### src/rtl/cla_multiword_seq_if.sv
// Start/busy/done handshake bundle between the operand source, the nibble-serial
// add/sub sequencer and the result consumer.
interface cla_multiword_seq_if #(
    parameter int WIDTH = 16
);
    logic             start;
    logic             sub;
    logic [WIDTH-1:0] a;
    logic [WIDTH-1:0] b;
    logic             cin;
    logic             busy;
    logic             done;
    logic [WIDTH-1:0] sum;
    logic             cout;
    logic             ovf;

    modport master (
        output start, sub, a, b, cin,
        input  busy, done, sum, cout, ovf
    );

    modport slave (
        input  start, sub, a, b, cin,
        output busy, done, sum, cout, ovf
    );
endinterface

### src/rtl/cla_multiword_seq.sv
// Multi-word add/subtract built from one shared 4-bit carry-look-ahead slice,
// processing one nibble per clock from the LSB up with a registered inter-slice carry.
module cla_multiword_seq #(
    parameter int WIDTH = 16
) (
    input  logic                 clk,
    input  logic                 rst,
    cla_multiword_seq_if.slave   bus
);
    localparam int NSLICE = WIDTH / 4;
    localparam int IDXW   = $clog2(NSLICE);
    localparam logic [IDXW-1:0] IDX_LAST = IDXW'(NSLICE - 1);

    typedef enum logic [1:0] {
        ST_IDLE = 2'd0,
        ST_RUN  = 2'd1,
        ST_DONE = 2'd2
    } state_t;

    // Single 4-bit CLA slice: returns {carry_out, sum_nibble}.
    function automatic logic [4:0] cla4(
        input logic [3:0] x,
        input logic [3:0] y,
        input logic       c0
    );
        logic [3:0] g;
        logic [3:0] p;
        logic [4:0] c;
        g    = x & y;
        p    = x ^ y;
        c[0] = c0;
        c[1] = g[0] | (p[0] & c[0]);
        c[2] = g[1] | (p[1] & g[0]) | (p[1] & p[0] & c[0]);
        c[3] = g[2] | (p[2] & g[1]) | (p[2] & p[1] & g[0]) | (p[2] & p[1] & p[0] & c[0]);
        c[4] = g[3] | (p[3] & g[2]) | (p[3] & p[2] & g[1]) | (p[3] & p[2] & p[1] & g[0])
             | (p[3] & p[2] & p[1] & p[0] & c[0]);
        return {c[4], p ^ c[3:0]};
    endfunction

    state_t           state_r;
    state_t           state_s;
    logic [WIDTH-1:0] a_r;
    logic [WIDTH-1:0] b_r;
    logic [WIDTH-1:0] acc_r;
    logic             carry_r;
    logic [IDXW-1:0]  idx_r;
    logic [WIDTH-1:0] sum_r;
    logic             cout_r;
    logic             ovf_r;
    logic             busy_r;
    logic             done_r;

    logic             accept_s;
    logic             last_s;
    logic [3:0]       a_nib_s;
    logic [3:0]       b_nib_s;
    logic [4:0]       slice_s;
    logic [WIDTH-1:0] merged_s;
    logic             ovf_s;

    // Start is honoured only when no operation is in flight.
    always_comb begin
        accept_s = 1'b0;
        last_s   = 1'b0;
        if ((state_r == ST_IDLE) || (state_r == ST_DONE)) begin
            accept_s = bus.start;
        end else begin
            accept_s = 1'b0;
        end
        if (idx_r == IDX_LAST) begin
            last_s = 1'b1;
        end else begin
            last_s = 1'b0;
        end
    end

    // Slice datapath: current nibble pair plus carry, merged into the accumulator.
    always_comb begin
        a_nib_s  = a_r[{idx_r, 2'b00} +: 4];
        b_nib_s  = b_r[{idx_r, 2'b00} +: 4];
        slice_s  = cla4(a_nib_s, b_nib_s, carry_r);
        merged_s = acc_r;
        merged_s[{idx_r, 2'b00} +: 4] = slice_s[3:0];
        ovf_s    = (a_r[WIDTH-1] == b_r[WIDTH-1]) && (merged_s[WIDTH-1] != a_r[WIDTH-1]);
    end

    // Next-state logic.
    always_comb begin
        state_s = state_r;
        case (state_r)
            ST_IDLE: begin
                if (bus.start) begin
                    state_s = ST_RUN;
                end else begin
                    state_s = ST_IDLE;
                end
            end
            ST_RUN: begin
                if (last_s) begin
                    state_s = ST_DONE;
                end else begin
                    state_s = ST_RUN;
                end
            end
            ST_DONE: begin
                if (bus.start) begin
                    state_s = ST_RUN;
                end else begin
                    state_s = ST_IDLE;
                end
            end
            default: begin
                state_s = ST_IDLE;
            end
        endcase
    end

    // State register.
    always_ff @(posedge clk or posedge rst) begin
        if (rst) begin
            state_r <= ST_IDLE;
        end else begin
            state_r <= state_s;
        end
    end

    // Operand capture and per-nibble accumulation; subtraction is folded into ~b + 1.
    always_ff @(posedge clk or posedge rst) begin
        if (rst) begin
            a_r     <= {WIDTH{1'b0}};
            b_r     <= {WIDTH{1'b0}};
            acc_r   <= {WIDTH{1'b0}};
            carry_r <= 1'b0;
            idx_r   <= {IDXW{1'b0}};
        end else if (accept_s) begin
            a_r     <= bus.a;
            b_r     <= bus.sub ? ~bus.b : bus.b;
            acc_r   <= {WIDTH{1'b0}};
            carry_r <= bus.sub ? 1'b1 : bus.cin;
            idx_r   <= {IDXW{1'b0}};
        end else if (state_r == ST_RUN) begin
            acc_r   <= merged_s;
            carry_r <= slice_s[4];
            idx_r   <= idx_r + IDXW'(1);
        end
    end

    // Registered outputs; results update only on the edge that enters DONE.
    always_ff @(posedge clk or posedge rst) begin
        if (rst) begin
            busy_r <= 1'b0;
            done_r <= 1'b0;
            sum_r  <= {WIDTH{1'b0}};
            cout_r <= 1'b0;
            ovf_r  <= 1'b0;
        end else begin
            busy_r <= (state_s == ST_RUN);
            done_r <= (state_s == ST_DONE);
            if ((state_r == ST_RUN) && last_s) begin
                sum_r  <= merged_s;
                cout_r <= slice_s[4];
                ovf_r  <= ovf_s;
            end
        end
    end

    assign bus.busy = busy_r;
    assign bus.done = done_r;
    assign bus.sum  = sum_r;
    assign bus.cout = cout_r;
    assign bus.ovf  = ovf_r;
endmodule

### src/flat_wrapper.sv
// flat-port wrapper written by rule: the top's interface ports become plain ports
module cla_multiword_seq_flat 
#(
    parameter int WIDTH = 16
)
  (clk, rst, bus_start, bus_sub, bus_a, bus_b, bus_cin, bus_busy, bus_done, bus_sum, bus_cout, bus_ovf);
  cla_multiword_seq_if #(.WIDTH(WIDTH)) bus_i ();
  input  logic clk;
  input  logic rst;
  input wire logic [$bits(bus_i.start)-1:0] bus_start;
  input wire logic [$bits(bus_i.sub)-1:0] bus_sub;
  input wire logic [$bits(bus_i.a)-1:0] bus_a;
  input wire logic [$bits(bus_i.b)-1:0] bus_b;
  input wire logic [$bits(bus_i.cin)-1:0] bus_cin;
  output wire logic [$bits(bus_i.busy)-1:0] bus_busy;
  output wire logic [$bits(bus_i.done)-1:0] bus_done;
  output wire logic [$bits(bus_i.sum)-1:0] bus_sum;
  output wire logic [$bits(bus_i.cout)-1:0] bus_cout;
  output wire logic [$bits(bus_i.ovf)-1:0] bus_ovf;
  assign bus_i.start = bus_start;
  assign bus_i.sub = bus_sub;
  assign bus_i.a = bus_a;
  assign bus_i.b = bus_b;
  assign bus_i.cin = bus_cin;
  assign bus_busy = bus_i.busy;
  assign bus_done = bus_i.done;
  assign bus_sum = bus_i.sum;
  assign bus_cout = bus_i.cout;
  assign bus_ovf = bus_i.ovf;
  cla_multiword_seq #(.WIDTH(WIDTH)) u_core (.clk(clk), .rst(rst), .bus(bus_i));
endmodule
### config.mk
export PLATFORM = sky130hd
export DESIGN_NAME = cla_multiword_seq_flat
export DESIGN_NICKNAME = d
export VERILOG_FILES = /design/src/rtl/cla_multiword_seq_if.sv /design/src/rtl/cla_multiword_seq.sv /design/src/flat_wrapper.sv
export SDC_FILE = /design/constraint.sdc
export NUM_CORES = 1
export LEC_CHECK = 0
export CELL_PAD_IN_SITES_DETAIL_PLACEMENT = 0
export CELL_PAD_IN_SITES_GLOBAL_PLACEMENT = 1
export CORE_MARGIN = 4
export CORE_UTILIZATION = 35
export DETAILED_ROUTE_END_ITERATION = 8
export GPL_TIMING_DRIVEN = 0
export PLACE_DENSITY = 0.83
export SKIP_CTS_REPAIR_TIMING = 1
export SYNTH_ARGS = -nofsm -noshare
export SYNTH_HDL_FRONTEND = slang
export SYNTH_SLANG_ARGS = --single-unit
### constraint.sdc
create_clock -name clk -period 2.5 [get_ports clk]
set_input_delay 0.25 -clock clk [delete_from_list [all_inputs] [get_ports clk]]
set_output_delay 0.25 -clock clk [all_outputs]
set_load 0.02 [all_outputs]
# Word level (Yosys, flattened, before mapping)
# Cells that the tools add are included.
totals:
  register_bits: 73
  inputBits: 37
  out_inout_bits: 20
op_classes:
  addsub: 2
  n_eq_ne: 7
  shift: 4
  n_mux: 14
  n_bitwise: 30
  reduce_logical: 6
ops:
  columns: ["operator", "n"]
  rows:
  - ["two-way mux 16 bit", 3]
  - ["indexed part select 16 x 5 -> 4 bit", 2]
  - ["bitwise AND 1 bit", 16]
  - ["bitwise mux 16 bit", 1]
  - ["NOT 16 bit", 1]
  - ["variable shift 4 x 6 -> 16 bit (first input constant)", 1]
  - ["indexed part select 4 x 6 -> 16 bit", 1]
  - ["bitwise OR 1 bit", 10]
  - ["XOR 4 bit", 2]
  - ["== test 2 bit (second input constant)", 3]
  - ["two-way mux 1 bit", 6]
  - ["two-way mux 2 bit", 3]
  - ["negation 4 -> 6 bit", 1]
  - ["bitwise AND 4 bit", 1]
  - ["== test 2 x 1 -> 1 bit (second input constant)", 2]
  - ["one-hot mux 2 bit (2 select lines)", 1]
  - ["adder 2 x 1 -> 2 bit (second input constant)", 1]
  - ["logical AND 1 bit", 2]
  - ["logical NOT 2 bit", 1]
  - ["nonzero test 2 bit", 1]
  - ["OR reduction 2 bit", 1]
  - ["== test 1 bit", 1]
  - ["logical OR 1 bit", 1]
  - ["!= test 1 bit", 1]

# Logic depth before layout (Yosys ltp)
depth:
  ltp_word: 11
  depth_mapped: 8

# Worst setup path after synthesis
# No wires, ideal clock.
synth_timing:
  path_type: "register -> register"
  startpoint: "register u_core.idx_r[0]"
  endpoint: "register u_core.acc_r[11]"
  setup_ps: 121
  arrival_time_ps: 2585
  path_slack_ps: -206
  path_stages_with_launch: 9
  path_buffers: 1
  path_cell_list: "dfrtp_1 buf_2 mux4_2 ha_1 a41oi_1 o21ai_2 xor2_1 and2_2 a22o_1"
synth_via:
  elab_chain_cells: 11
  word_cells_on_any_way: 26
  classes_between: "add/sub: 1; shift: 4; mux: 3; bitwise: 18"
synth_rtl:
  columns: ["item", "line", "text"]
  rows:
  - ["from (decl)", "cla_multiword_seq.sv:46", "logic [IDXW-1:0] idx_r;"]
  - ["from (signal assigned)", "cla_multiword_seq.sv:134", "idx_r <= {IDXW{1'b0}};"]
  - ["from (signal assigned)", "cla_multiword_seq.sv:140", "idx_r <= {IDXW{1'b0}};"]
  - ["from (signal assigned)", "cla_multiword_seq.sv:144", "idx_r <= idx_r + IDXW'(1);"]
  - ["indexed part select 16 x 5 -> 4 bit, on equally long branches", "cla_multiword_seq.sv:79, cla_multiword_seq.sv:80", null]
  - ["XOR 4 bit or bitwise AND 4 bit (tied branches)", "cla_multiword_seq.sv:30, cla_multiword_seq.sv:29", null]
  - ["bitwise AND 1 bit", "cla_multiword_seq.sv:34", "c[3] = g[2] | (p[2] & g[1]) | (p[2] & p[1] & g[0]) | (p[2] & p[1] & p[0] & c[0]);"]
  - ["bitwise OR 1 bit or bitwise AND 1 bit (tied branches) (2 in series)", "cla_multiword_seq.sv:34", null]
  - ["bitwise OR 1 bit", "cla_multiword_seq.sv:34", null]
  - ["XOR 4 bit", "cla_multiword_seq.sv:37", "return {c[4], p ^ c[3:0]};"]
  - ["indexed part select 4 x 6 -> 16 bit", "cla_multiword_seq.sv:83", "merged_s[{idx_r, 2'b00} +: 4] = slice_s[3:0];"]
  - ["bitwise mux 16 bit (*)", "cla_multiword_seq.sv:83", null]
  - ["two-way mux 16 bit (*)", "cla_multiword_seq.sv:141", "end else if (state_r == ST_RUN) begin"]
  - ["two-way mux 16 bit (*)", "cla_multiword_seq.sv:135", "end else if (accept_s) begin"]
  - ["to (signal assigned)", "cla_multiword_seq.sv:132", "acc_r <= {WIDTH{1'b0}};"]
  - ["to (signal assigned)", "cla_multiword_seq.sv:138", "acc_r <= {WIDTH{1'b0}};"]
  - ["to (signal assigned)", "cla_multiword_seq.sv:142", "acc_r <= merged_s;"]
  - ["to (decl)", "cla_multiword_seq.sv:44", "logic [WIDTH-1:0] acc_r;"]
# Mark *: on every way between the ends. The rest lies on a longest branch, timed or not. The select of a mux whose other input is x is not followed.
# A chain may end at the register's enable or synchronous reset.

# Worst setup path after layout
layout_timing:
  startpoint: "register u_core.idx_r[0]"
  endpoint: "register u_core.ovf_r, in the netlist u_core.bus.ovf"
layout_via:
  elab_chain_cells: 11
  word_cells_on_any_way: 29
  classes_between: "add/sub: 1; eq/ne: 2; shift: 4; mux: 2; bitwise: 18; reduce/logical: 2"
layout_rtl:
  columns: ["item", "line", "text"]
  rows:
  - ["indexed part select 16 x 5 -> 4 bit, on equally long branches", "cla_multiword_seq.sv:79, cla_multiword_seq.sv:80", null]
  - ["XOR 4 bit or bitwise AND 4 bit (tied branches)", "cla_multiword_seq.sv:30, cla_multiword_seq.sv:29", null]
  - ["bitwise AND 1 bit", "cla_multiword_seq.sv:34", null]
  - ["bitwise OR 1 bit or bitwise AND 1 bit (tied branches) (2 in series)", "cla_multiword_seq.sv:34", null]
  - ["bitwise OR 1 bit", "cla_multiword_seq.sv:34", null]
  - ["XOR 4 bit", "cla_multiword_seq.sv:37", null]
  - ["indexed part select 4 x 6 -> 16 bit", "cla_multiword_seq.sv:83", null]
  - ["bitwise mux 16 bit", "cla_multiword_seq.sv:83", null]
  - ["!= test 1 bit", "cla_multiword_seq.sv:84", "ovf_s = (a_r[WIDTH-1] == b_r[WIDTH-1]) && (merged_s[WIDTH-1] != a_r[WIDTH-1]);"]
  - ["logical AND 1 bit", "cla_multiword_seq.sv:84", null]
  - ["to (signal assigned)", "cla_multiword_seq.sv:162", "ovf_r <= ovf_s;"]
  - ["to (decl)", "cla_multiword_seq.sv:49", "logic ovf_r;"]
# Several ways; a longest one is shown, not always the timed one.

==> impl_metrics.env <==
export IMPL_first_pass_iters=4
export IMPL_min_path_type="in -> reg"
export IMPL_synth_nets=376
export IMPL_cts_root_buffer="clkbuf_8"
export IMPL_ys_seq_area_frac=0.5303
export IMPL_final_area_sq_um=4556
export IMPL_final_cell_mix="nand2_1, dfrtp_1, clkdlybuf4s50_1"
export IMPL_io_pins=57
export IMPL_place_area_sq_um=4183
export IMPL_max_cap_viol_count=0
export IMPL_p_clk_frac=0.127
export IMPL_hold_viol=0
export IMPL_finalSetupTns_ns=0
export IMPL_p_sw_frac=0.4260
export IMPL_antenna_cells=0
export IMPL_final_cells=534
export IMPL_clock_skew_ns=0.005344
export IMPL_gr_total_overflow=0
export IMPL_nets=448
export IMPL_grt_pass1_wl_mm=12.97
export IMPL_initial_core_util=0.3658
export IMPL_critPathSlowestCell="mux4_2"
export IMPL_finalSetupViolCount=0
export IMPL_synth_cell_types=35
export IMPL_die_y_um=107.2
export IMPL_core_area_sq_um=9415
export IMPL_hpwlAfterDp_mm=5.663
export IMPL_cts_sinks=73
export IMPL_synth_seq_cells=73
export IMPL_avgSynthCellArea_sq_um=10.50
export IMPL_fmax_mhz=400.5
export IMPL_dieArea_sq_um=11490
export IMPL_gp_congestion=0.8289
export IMPL_relSlewSlack=0.3997
export IMPL_end_kind="flip-flop"
export IMPL_worstPathRequired_ns=2.78
export IMPL_slowest_delay_ns=0.53
export IMPL_antenna_found_initial=0
export IMPL_combPwrFrac=0.598
export IMPL_power_internal_mw=4.073
export IMPL_p_seq_frac=0.275
export IMPL_grt_max_degree=74
export IMPL_p_sw_mw=3.023
export IMPL_syn_area_sq_um=3445
export IMPL_ys_warn_count=0
export IMPL_cts_clk_slew_worst_paths_ns=0.07
export IMPL_p_per_area_nw_per_um2=1558
export IMPL_r2r_cells=9
export IMPL_num_vias=2644
export IMPL_drtIter0Drc=100
export IMPL_fill_cells=908
export IMPL_port_buffers=55
export IMPL_whs_path_depth=3
export IMPL_rows=35
export IMPL_grt_pass1_vias=2681
export IMPL_critPathKind="reg -> reg"
export IMPL_period_share=0.9988
export IMPL_ant_nets=0
export IMPL_via_per_inst=4.951
export IMPL_grt_util_all_layers=0.1435
export IMPL_crit_chain="buf_12 > mux4_2 > ha_4 > a41oi_4 > o21ai_4 > xor2_4 > buf_4 > a211o_1 > nand3_1"
export IMPL_ir_worst_vdd_mv=0.6967
export IMPL_numCtsBuffers=9
export IMPL_power_leakage_nw=1.979
export IMPL_clock_path_buffers=2
export IMPL_slew_viol_final=0
export IMPL_wire_per_inst_um=14.81
export IMPL_worst_slew_pin_slew_ns=0.9004
export IMPL_postSynthCellCount=328
export IMPL_cp_max_fo=10
export IMPL_critPathArrivalTime_ns=2.78
export IMPL_start_kind="flip-flop"
export IMPL_status="complete, no violations"
export IMPL_clk_latency_ns=0.35
export IMPL_placed_cells=512
export IMPL_wl_mm=7.909
export IMPL_rsz0062_at_grt="yes"
export IMPL_area_growth_pct=32.26
export IMPL_cts_tree="done"
export IMPL_final_common_cell="nand2_1"
export IMPL_chipWidth_um=107.2
export IMPL_drc=0
export IMPL_finalCriticalPeriod_ns=2.497
export IMPL_cts_max_level=3
export IMPL_drive_above_1_share=0.1407
==> cell usage after synthesis <==
cell      instances  area (sq um)
mux4_2            8         180.2
clkbuf_1          7         26.28
buf_2             7         35.03
inv_1            13         48.80
nor2_1            3         11.26
nand2_1          86         322.8
dfrtp_1          73          1827
a211o_1           1         8.760
nand3_1           3         15.01
buf_1             2         7.510
a21o_1            1         7.510
and2_2            1         7.510
nor4_4            1         21.27
nand2b_1          2         12.51
ha_1             10         125.1
o21ai_0          33         165.2
o21ai_2           1         8.760
o21ai_1           3         15.01
nor3_2            1         10.01
nor4b_2           1         15.01
xor2_1            1         8.760
nor2b_1           2         12.51
xnor2_1          18         157.7
nor4_1            1         6.260
a22oi_1          15         112.6
o211ai_1          1         7.510
nor4b_4           1         23.77
a41oi_1           1         8.760
a21oi_1           8         40.04
and2_1            2         12.51
inv_2             1         3.750
fa_1              1         20.02
a22o_1           17         148.9
a31oi_1           1         6.260
nor3_1            1         5.000
==> kinds of logic (layout without fill, tap and decap cells) <==
family	Yosys count	in the layout	synth area share
AND/OR/NAND/NOR	105	105	0.1380
AO/OA/AOI/OAI	82	82	0.1537
flip-flops	73	73	0.5303
buffers and inverters	30	107	0.03524
XOR/XNOR	19	19	0.04831
adder cells (fa/ha/maj)	11	11	0.04214
multiplexers	8	8	0.05231
==> layout make-up <==
| class | count | area (sq um) | share of cell area |
|---|---|---|---|
| repair buffers | 61 | 595.6 | 0.1307 |
| clock buffers | 13 | 148.9 | 0.03268 |
| plain buffers | 16 | 87.58 | 0.01923 |
| clock inverters | 3 | 40.04 | 0.008789 |
| inverters | 14 | 55.05 | 0.01208 |
| multi-input cells | 225 | 1639 | 0.3598 |
| flip-flops and latches | 73 | 1828 | 0.4013 |
| well taps | 129 | 161.4 | 0.03543 |
==> path summary, 6_finish.rpt <==
kind                                             start  slack [ns]                            end
hold / removal                                 bus_sub        0.35      u_core.b_r[3]$_DFFE_PP0P_
setup / recovery           u_core.idx_r[0]$_DFFE_PP0P_       0.003     u_core.bus.ovf$_DFFE_PP0P_
max in group asynchronous                          rst        1.41    u_core.idx_r[0]$_DFFE_PP0P_
setup reg to reg           u_core.idx_r[0]$_DFFE_PP0P_       0.003     u_core.bus.ovf$_DFFE_PP0P_
min in group asynchronous                          rst        0.43  u_core.bus.sum[4]$_DFFE_PP0P_
hold reg to reg             u_core.a_r[11]$_DFFE_PP0P_        0.47     u_core.a_r[11]$_DFFE_PP0P_
==> per-layer routing <==
metal / vias to the layer above / track usage / part of all wire
met1: 1305 / 0.1814 / 0.43
met2: 54 / 0.2408 / 0.51
met3: 11 / 0.03672 / 0.046
li1: 1274 / - / -
met4: 0 / 0.04475 / 0.014
met5: - / 0 / 0
==> critical path: cells and delay by family (launching register included) <==
family	cells	cell delay [ns]
XOR/XNOR	1	0.21
AO/OA/AOI/OAI	3	0.61
buffers and inverters	2	0.31
flip-flops	1	0.42
AND/OR/NAND/NOR	1	0.06
adder cells (fa/ha/maj)	1	0.30
multiplexers	1	0.53
==> per-stage QoR <==
step	hold WS [ns]	util	power, mW	worst slack, ns
5_1_grt	0.3542	0.4839	7.583	-0.09682
6_report	0.3465	0.4839	7.096	0.003089
2_1_floorplan	0.3554	-	4.104	0.02573
3_5_place_dp	0.4601	0.4443	5.121	-0.6829
3_3_place_gp	0.4526	0.4440	5.027	-0.9737
4_1_cts	0.3423	0.4643	6.026	-0.7122
==> registers in the layout (all words and copies together) (netlist names) <==
signal,count
u_core.bus.done,1
u_core.bus.cout,1
u_core.carry_r,1
u_core.acc_r,16
u_core.state_r,2
u_core.idx_r,2
u_core.b_r,16
u_core.bus.busy,1
u_core.bus.ovf,1
u_core.a_r,16
u_core.bus.sum,16
==> power groups by stage <==
| stage | sequential [mW] | combinational (mW) | clock (mW) |
|---|---|---|---|
| floorplan | 2.03 | 2.07 | 0 |
| global placement | 1.95 | 3.07 | 0 |
| detailed placement | 1.98 | 3.15 | 0 |
| CTS | 1.95 | 3.15 | 0.920 |
| global route | 2.02 | 4.59 | 0.972 |
| finish | 1.95 | 4.24 | 0.898 |
(Power assumes the default switching activity.)
